**config.mk**
```make
export PLATFORM = sky130hd
export DESIGN_NAME = pwm_ramp_multi
export DESIGN_NICKNAME = d
export VERILOG_FILES = /design/src/rtl/pwm_ramp_multi.sv
export SDC_FILE = /design/constraint.sdc
export NUM_CORES = 1
export LEC_CHECK = 0
export BUFFER_PORTS_ARGS = -buffer_cell sky130_fd_sc_hd__buf_2
export CAP_MARGIN = 25
export CORE_AREA = 3 3 125 127
export CTS_BUF_LIST = sky130_fd_sc_hd__clkbuf_8
export DETAILED_ROUTE_END_ITERATION = 16
export DIE_AREA = 0 0 128 130
export MAX_ROUTING_LAYER = met4
export PLACE_DENSITY_LB_ADDON = 0.15
export SLEW_MARGIN = 20
export SYNTH_ARGS = -nofsm -noshare
export SYNTH_HDL_FRONTEND = slang
export SYNTH_SLANG_ARGS = --single-unit
```
**constraint.sdc**
```tcl
create_clock -name clk -period 3.6 [get_ports clk]
set_clock_uncertainty 0.2 [all_clocks]
set_input_delay 0.18 -clock clk [delete_from_list [all_inputs] [get_ports clk]]
set_output_delay 0.18 -clock clk [all_outputs]
set_load 0.01 [all_outputs]
```
**src/rtl/pwm_ramp_multi.sv**
```systemverilog
// Multi-channel PWM with per-channel slew-limited duty ramping toward a written target.
// Optional define PWM_PHASE_STAGGER_EN spreads each channel's compare phase evenly over the period.
module pwm_ramp_multi #(
    parameter int CHANNELS  = 4,
    parameter int DUTY_W    = 8,
    parameter int PRESCALE  = 16,
    parameter int RAMP_STEP = 4
) (
    input  logic                clk,
    input  logic                reset,
    input  logic                en,
    input  logic                wr_en,
    input  logic [2:0]          wr_ch,
    input  logic [DUTY_W-1:0]   wr_duty,
    output logic [CHANNELS-1:0] pwm,
    output logic [CHANNELS-1:0] busy,
    output logic                period_start
);

    localparam int PS_W = (PRESCALE > 1) ? $clog2(PRESCALE) : 1;
    localparam logic [PS_W-1:0]   PS_LAST    = PS_W'(PRESCALE - 1);
    localparam logic [DUTY_W-1:0] PHASE_LAST = '1;
    // RAMP_STEP is expected to be at most 2^DUTY_W; the widened step keeps that full range.
    localparam logic [DUTY_W:0]   STEP_EXT   = (DUTY_W + 1)'(RAMP_STEP);
    localparam logic [DUTY_W-1:0] STEP_N     = DUTY_W'(RAMP_STEP);

    logic [PS_W-1:0]   presc_reg;
    logic [DUTY_W-1:0] phase_reg;
    logic              period_start_reg;
    logic              tick;
    logic              boundary;

    assign tick         = en && (presc_reg == PS_LAST);
    assign boundary     = tick && (phase_reg == PHASE_LAST);
    assign period_start = period_start_reg;

    always_ff @(posedge clk) begin
        if (reset) begin
            presc_reg        <= '0;
            phase_reg        <= '0;
            period_start_reg <= 1'b0;
        end else begin
            if (en) begin
                presc_reg <= tick ? '0 : presc_reg + 1'b1;
            end
            if (tick) begin
                phase_reg <= phase_reg + 1'b1;
            end
            period_start_reg <= boundary;
        end
    end

    generate
        for (genvar gi = 0; gi < CHANNELS; gi++) begin : g_ch
            localparam logic [2:0] CH_IDX = 3'(gi);
`ifdef PWM_PHASE_STAGGER_EN
            localparam int OFFSET_INT = (gi * ((1 << DUTY_W) / CHANNELS)) % (1 << DUTY_W);
`else
            localparam int OFFSET_INT = 0;
`endif
            localparam logic [DUTY_W-1:0] OFFSET = DUTY_W'(OFFSET_INT);

            logic [DUTY_W-1:0] target_reg;
            logic [DUTY_W-1:0] cur_reg;
            logic [DUTY_W-1:0] cur_next;
            logic [DUTY_W-1:0] cmp_phase;
            logic [DUTY_W:0]   cur_ext;
            logic [DUTY_W:0]   tgt_ext;
            logic [DUTY_W:0]   up_sum;
            logic              pwm_bit_reg;
            logic              busy_bit_reg;

            // Modulo wrap of the staggered phase comes for free from the DUTY_W-bit sum.
            assign cmp_phase = phase_reg + OFFSET;

            always_comb begin
                cur_ext  = {1'b0, cur_reg};
                tgt_ext  = {1'b0, target_reg};
                up_sum   = cur_ext + STEP_EXT;
                cur_next = cur_reg;
                if (RAMP_STEP == 0) begin
                    cur_next = target_reg;
                end else if (cur_ext < tgt_ext) begin
                    cur_next = (up_sum > tgt_ext) ? target_reg : up_sum[DUTY_W-1:0];
                end else if (cur_ext > tgt_ext) begin
                    cur_next = ((tgt_ext + STEP_EXT) > cur_ext) ? target_reg : (cur_reg - STEP_N);
                end
            end

            always_ff @(posedge clk) begin
                if (reset) begin
                    target_reg   <= '0;
                    cur_reg      <= '0;
                    pwm_bit_reg  <= 1'b0;
                    busy_bit_reg <= 1'b0;
                end else begin
                    if (wr_en && (wr_ch == CH_IDX)) begin
                        target_reg <= wr_duty;
                    end
                    // cur only moves with phase wrapping to 0, so a period never sees two duties.
                    if (boundary) begin
                        cur_reg <= cur_next;
                    end
                    pwm_bit_reg  <= en && (cur_reg > cmp_phase);
                    busy_bit_reg <= (cur_reg != target_reg);
                end
            end

            assign pwm[gi]  = pwm_bit_reg;
            assign busy[gi] = busy_bit_reg;
        end
    endgenerate

endmodule

```
After elaboration in Yosys (flattened, before gate mapping)

Index checks and enable logic that the tools add are counted.

Latch bits: 0
Memory bits (read-only): 0
Bits in registers: 85
Memory bits (writable): 0
Output and inout bits: 9
Memories kept: 0

Equal/unequal tests: 9
$lt $le $gt $ge: 20
Reduce and logical (&&, ||, !) cells: 19
Multipliers: 0
Add/subtract/negate cells: 14
Shifts and indexed selects: 0
Muxes and demuxes: 17
Bitwise operators: 0
Div/mod/pow operators: 0

Operators with widths:

| kind                                             | count |
|---|---|
| 2-to-1 mux 8 bit                                 | 16 |
| adder 8 x 3 -> 9 bit, second input constant      | 8 |
| greater-than comparator 9 x 8 -> 1 bit           | 8 |
| greater-than comparator 8 bit                    | 8 |
| < comparator 8 bit                               | 4 |
| inequality test 8 bit                            | 4 |
| subtractor 8 x 3 -> 8 bit, second input constant | 4 |
| logical AND 1 bit                                | 10 |
| adder 8 x 1 -> 8 bit, second input constant      | 1 |
| == test 8 bit, second input constant             | 1 |
| AND reduction 2 bit                              | 4 |
| nonzero test 2 bit                               | 4 |
| == test 3 x 2 -> 1 bit, second input constant    | 2 |
| adder 4 x 1 -> 4 bit, second input constant      | 1 |
| == test 4 bit, second input constant             | 1 |
| 2-to-1 mux 4 bit                                 | 1 |
| == test 3 x 1 -> 1 bit, second input constant    | 1 |
| zero test 3 bit                                  | 1 |

Logic depth before layout (Yosys ltp)

Depth in word-level cells: 5
Depth in mapped cells: 13
Gate-level depth less buffers: 12

Worst setup path before layout

Ideal clock, no wire load.

Kind: reg2reg
From: reg g_ch[1].cur_reg[2]
To: reg g_ch[1].cur_reg[2]
Clock period less this slack: 2.958 ns
Library setup time: 0.106 ns
Data arrival time: 2.652 ns
Setup slack: 0.642 ns
Cell stages (with the launch flop): 12
Cell sequence: dfxtp_1 ha_1 nand3_1 xnor2_1 ha_1 a21o_1 a21oi_1 o2111ai_1 a211oi_2 a22oi_1 a2111o_1 o311ai_0

Word-level cells in the longest chain between the ends: 4
Elaborated cells between the ends (all ways): 12
Classes of those cells: 2 x add/sub; 4 x order compare; 4 x mux; 2 x reduce/logical

Ends and longest elaborated chain:

| what                                                                       | line   | text |
|---|---|---|
| start: declaration                                                         | 64     | `logic [DUTY_W-1:0] cur_reg;` |
| start signal: assignment                                                   | 102    | `cur_reg <= cur_next;` |
| adder 8 x 3 -> 9 bit, or another cell as far along                         | 79     | `up_sum = cur_ext + STEP_EXT;` |
| greater-than comparator 9 x 8 -> 1 bit or 2-to-1 mux 8 bit (tied branches) | 84, 86 |  |
| 2-to-1 mux 8 bit (on tied branches)                                        | 84, 85 |  |
| 2-to-1 mux 8 bit                                                           | 83     | `end else if (cur_ext < tgt_ext) begin` |

Several ways; a longest one is shown, not always the timed one. The select of a mux whose other input is x is not followed.
A chain may end at the register's enable or synchronous reset.

Final worst setup path

From: reg g_ch[1].cur_reg[3]
To: reg g_ch[1].cur_reg[2]

Word-level cells in the longest chain between the ends: 4
Elaborated cells between the ends (all ways): 11
Classes of those cells: 1 x add/sub; 4 x order compare; 4 x mux; 2 x reduce/logical

Ends and longest elaborated chain:

| what                                                                           | line |
|---|---|
| adder 8 x 3 -> 9 bit or greater-than comparator 9 x 8 -> 1 bit (tied branches) | 79, 86 |
| greater-than comparator 9 x 8 -> 1 bit or 2-to-1 mux 8 bit (tied branches)     | 84, 86 |
| 2-to-1 mux 8 bit (on tied branches)                                            | 84, 85 |
| 2-to-1 mux 8 bit                                                               | 83 |

Several ways; a longest one is shown, not always the timed one. The select of a mux whose other input is x is not followed.

==> impl_results.md <==
- Worst setup EP type: flip-flop
- Async set or reset register ratio after synthesis: 0
- Final Max Slew Viols: 0
- Clk_lat worst skew: about 380 ps
- Crit path DAT: 3310 ps
- Worst path cell trace: ha_1, nand3_1, xnor2_1, ha_1, a21o_1, a21oi_1, o2111ai_1, a211oi_2, a22oi_1, a2111o_1, o311ai_0
- Final WL: between 15 and 20 mm
- Initial antenna violation count: 0
- Post-Syn Nets: 1086
- Vias per cell: ~5.8
- Synthesized flop and latch total: between 80 and 90
- CTS Buffer Depth: 2
- Leak Pwr: approximately 3.4 nW
- Syn Inst Count: ~940
- Final hold violation count: 0
- Seq pwr share: 0.474
- # setup viols final: 0
- Num CTS Buffers: 9
- Number of synthesized flops with an enable pin: 0
- Critical path type: flip-flop to flip-flop
- Worst Hold Depth: 4
- Share of cells above drive strength 1: 0.07077
- Final ANT Viol Nets: 0
- Setup WS post-layout: between 300 and 400 ps
- Biggest area consumer among synthesized cells: dfxtp_1
- CTS tree: done
- Overall Global Routing Usage: 0.2526
- Vias: approximately 6700
- CP delay by family, top: compound AO/OA/AOI/OAI gates
- Area share of the largest cell type after synthesis: 0.2301
- Synth top area cells: dfxtp_1 (23%), ha_1 (22%), a21oi_1 (7.0%)
- First-pass GRT wire length: between 30 and 40 mm
- Fill cells: ~1400
- Worst slew pin tran: 981.6 ps
- Slew headroom: 0.3456
- Reg2Reg Depth: 11
- Initial DRC count: 417
- I/O pin count: 24
- I/O Buffers: 23
- Clock Sinks: 85
- Row count: 44
- Initial core utilization: 0.5088
- Via count of the first global-routing pass: around 6500
- Diode count: 0
- CTS clock-pin slew for the worst setup and hold paths: 100 ps
- Register area share after synthesis: 0.2301
- Congestion Overflow GR: 0
- Logic pwr share: 0.149
- Routed wire per std cell: roughly 17 um
- Net Switching: between 0.5 and 0.6 mW
- Ys Warns: 0
- Worst vdd ir: 0.0003552 V
- Switching share of power: 0.2838
- Post-Syn Area per Cell: 7.858 um^2
- Cell variety after synth: 65
- Crit path depth: 11
- Fin crit period: between 3000 and 4000 ps
- Die Area: around 0.017 mm^2
- Nets: 1115
- Worst hold-check path type: input port to flip-flop
- Die W: 128 um
- Gp weighted congestion: around 1
- Clk root buf: clkbuf_8
- Worst EP required: approximately 3700 ps
- Pwr Density: ~250 mW/mm^2
- Flop2flop setup slack: 370 ps
- Most used cell, CP: ha_1
- DP HPWL: about 15 mm
- Int Pwr: 1.459 mW
- Period utilization: 0.8972
- Residual DRC count: 0
- Status: finished clean
- Clock power share: 0.377
- Leading register cell type out of synthesis: dfxtp_1
- DR pass1 iterations: 5
- Dpl ws: about 440 ps
- Largest net degree at the start of global routing: 32
- Max_cap viols: 0
- CP Max Fanout: 8
- Buf+Inv Stages, Crit Path: 0
- Post-Syn Area: between 0.007 and 0.008 mm^2
- Setup TNS: 0 ps
- FMAX: 309.6 MHz
- Die Height: 130 um
- RSZ-0062 raised after global routing: no
- CP startpoint kind: flip-flop
- CP max stage delay: 520 ps
- Core area: 0.01453 mm^2
- Layout area overhead: 8.393%
- H-tree levels: 3
- CP max stage cell: dfxtp_1
-- logic make-up (layout without fill, tap and decap cells) --
kind of cell    after synthesis  after routing  share of synthesized area
simple gates                307            307                     0.2012
compound gates              242            242                     0.2095
fa+ha+maj                   130            130                     0.2200
mux                           9              9                    0.01303
buf+inv                     115            149                    0.06345
xor+xnor                     53             53                    0.06277
flops                        85             85                     0.2301
-- power by group through the flow --
stage	Clock [mW]	Combinational, mW	Sequential [mW]
after detailed placement	0	0.292	0.988
after CTS	0.778	0.301	0.966
after floorplan	0	0.204	0.984
after global placement	0	0.292	0.987
after global routing	0.819	0.337	0.968
final	0.767	0.304	0.966
-- cell type report --
cell class | instances | area [um^2] | share of cell area
Multi-Input combinational cell | 741 | 5224 | 0.6517
Sequential cell | 85 | 1702 | 0.2123
Timing Repair Buffer | 48 | 325.3 | 0.04059
Inverter | 85 | 319.1 | 0.03981
Tap cell | 184 | 230.2 | 0.02872
Clock buffer | 9 | 123.9 | 0.01545
Clock inverter | 7 | 91.34 | 0.01140
-- worst register-to-register path, delay by kind of cell (launching register included) --
kind	cells	cell delay (ps)
compound gates	7	1490
flops	1	520
fa+ha+maj	2	580
xor+xnor	1	220
simple gates	1	120
-- through the flow --
step	instances	util	power, mW	hold slack (ps)	cell area, um^2
detailed placement	1134	0.5305	1.280	290.7	7710
CTS	1159	0.5515	2.044	65.23	8015
finish	1159	0.5515	2.037	75.77	8015
global route	1159	0.5515	2.124	92.62	8015
floorplan	941	-	1.189	116.0	7395
global placement	1134	0.5305	1.279	286.2	7710
-- layer usage --
layer,vias to the layer above,GRT usage,wire length [um]
met4,0,0.06804,356
li1,3417,-,-
met2,185,0.4045,8817
met1,3042,0.3328,9196
met5,-,-,0
met3,28,0.04093,1059
-- path summary, 6_finish.rpt --
kind                                           start                                 end
setup / recovery     g_ch[1].cur_reg[3]$_SDFFE_PP0P_     g_ch[1].cur_reg[2]$_SDFFE_PP0P_
hold / removal                              wr_ch[0]  g_ch[2].target_reg[2]$_SDFFE_PP0P_
setup reg to reg     g_ch[1].cur_reg[3]$_SDFFE_PP0P_     g_ch[1].cur_reg[2]$_SDFFE_PP0P_
hold reg to reg   g_ch[2].target_reg[6]$_SDFFE_PP0P_  g_ch[2].target_reg[6]$_SDFFE_PP0P_
-- Yosys cell counts (16+ instances only) --
| library cell | n |
|---|---|
| ha_1 | 130 |
| nand2_1 | 106 |
| a21oi_1 | 104 |
| dfxtp_1 | 85 |
| inv_1 | 83 |
| nand3_1 | 60 |
| xnor2_1 | 43 |
| nor2_1 | 36 |
| a21o_1 | 31 |
| nor3_1 | 29 |
| o21ai_0 | 21 |
| a31oi_1 | 16 |
| nand4_1 | 16 |
-- cell usage in the layout (no fill, tap or decap), types with 7 or more instances in the layout --
cell,instances
clkbuf_8,9
nor2_1,36
dlygate4sd3_1,9
o21bai_1,12
buf_2,23
nor2b_1,12
xnor2_1,43
and2_1,7
a31oi_1,16
buf_4,16
a21oi_1,104
ha_1,130
inv_1,84
mux2i_1,7
dfxtp_1,85
and3_1,10
nand2b_1,13
nor3_1,29
nand3_1,60
xor2_1,10
a21o_1,31
nand4_1,16
o21ai_0,21
nand2_1,106
-- what timing repair did --
item                                   4_1_cts  5_1_grt
endpoints found under the hold margin       35        0
gates resized for setup                      0        0
hold buffers                                 9        0
buffers inserted                             0        0
Power figures use the tool's default switching activity.
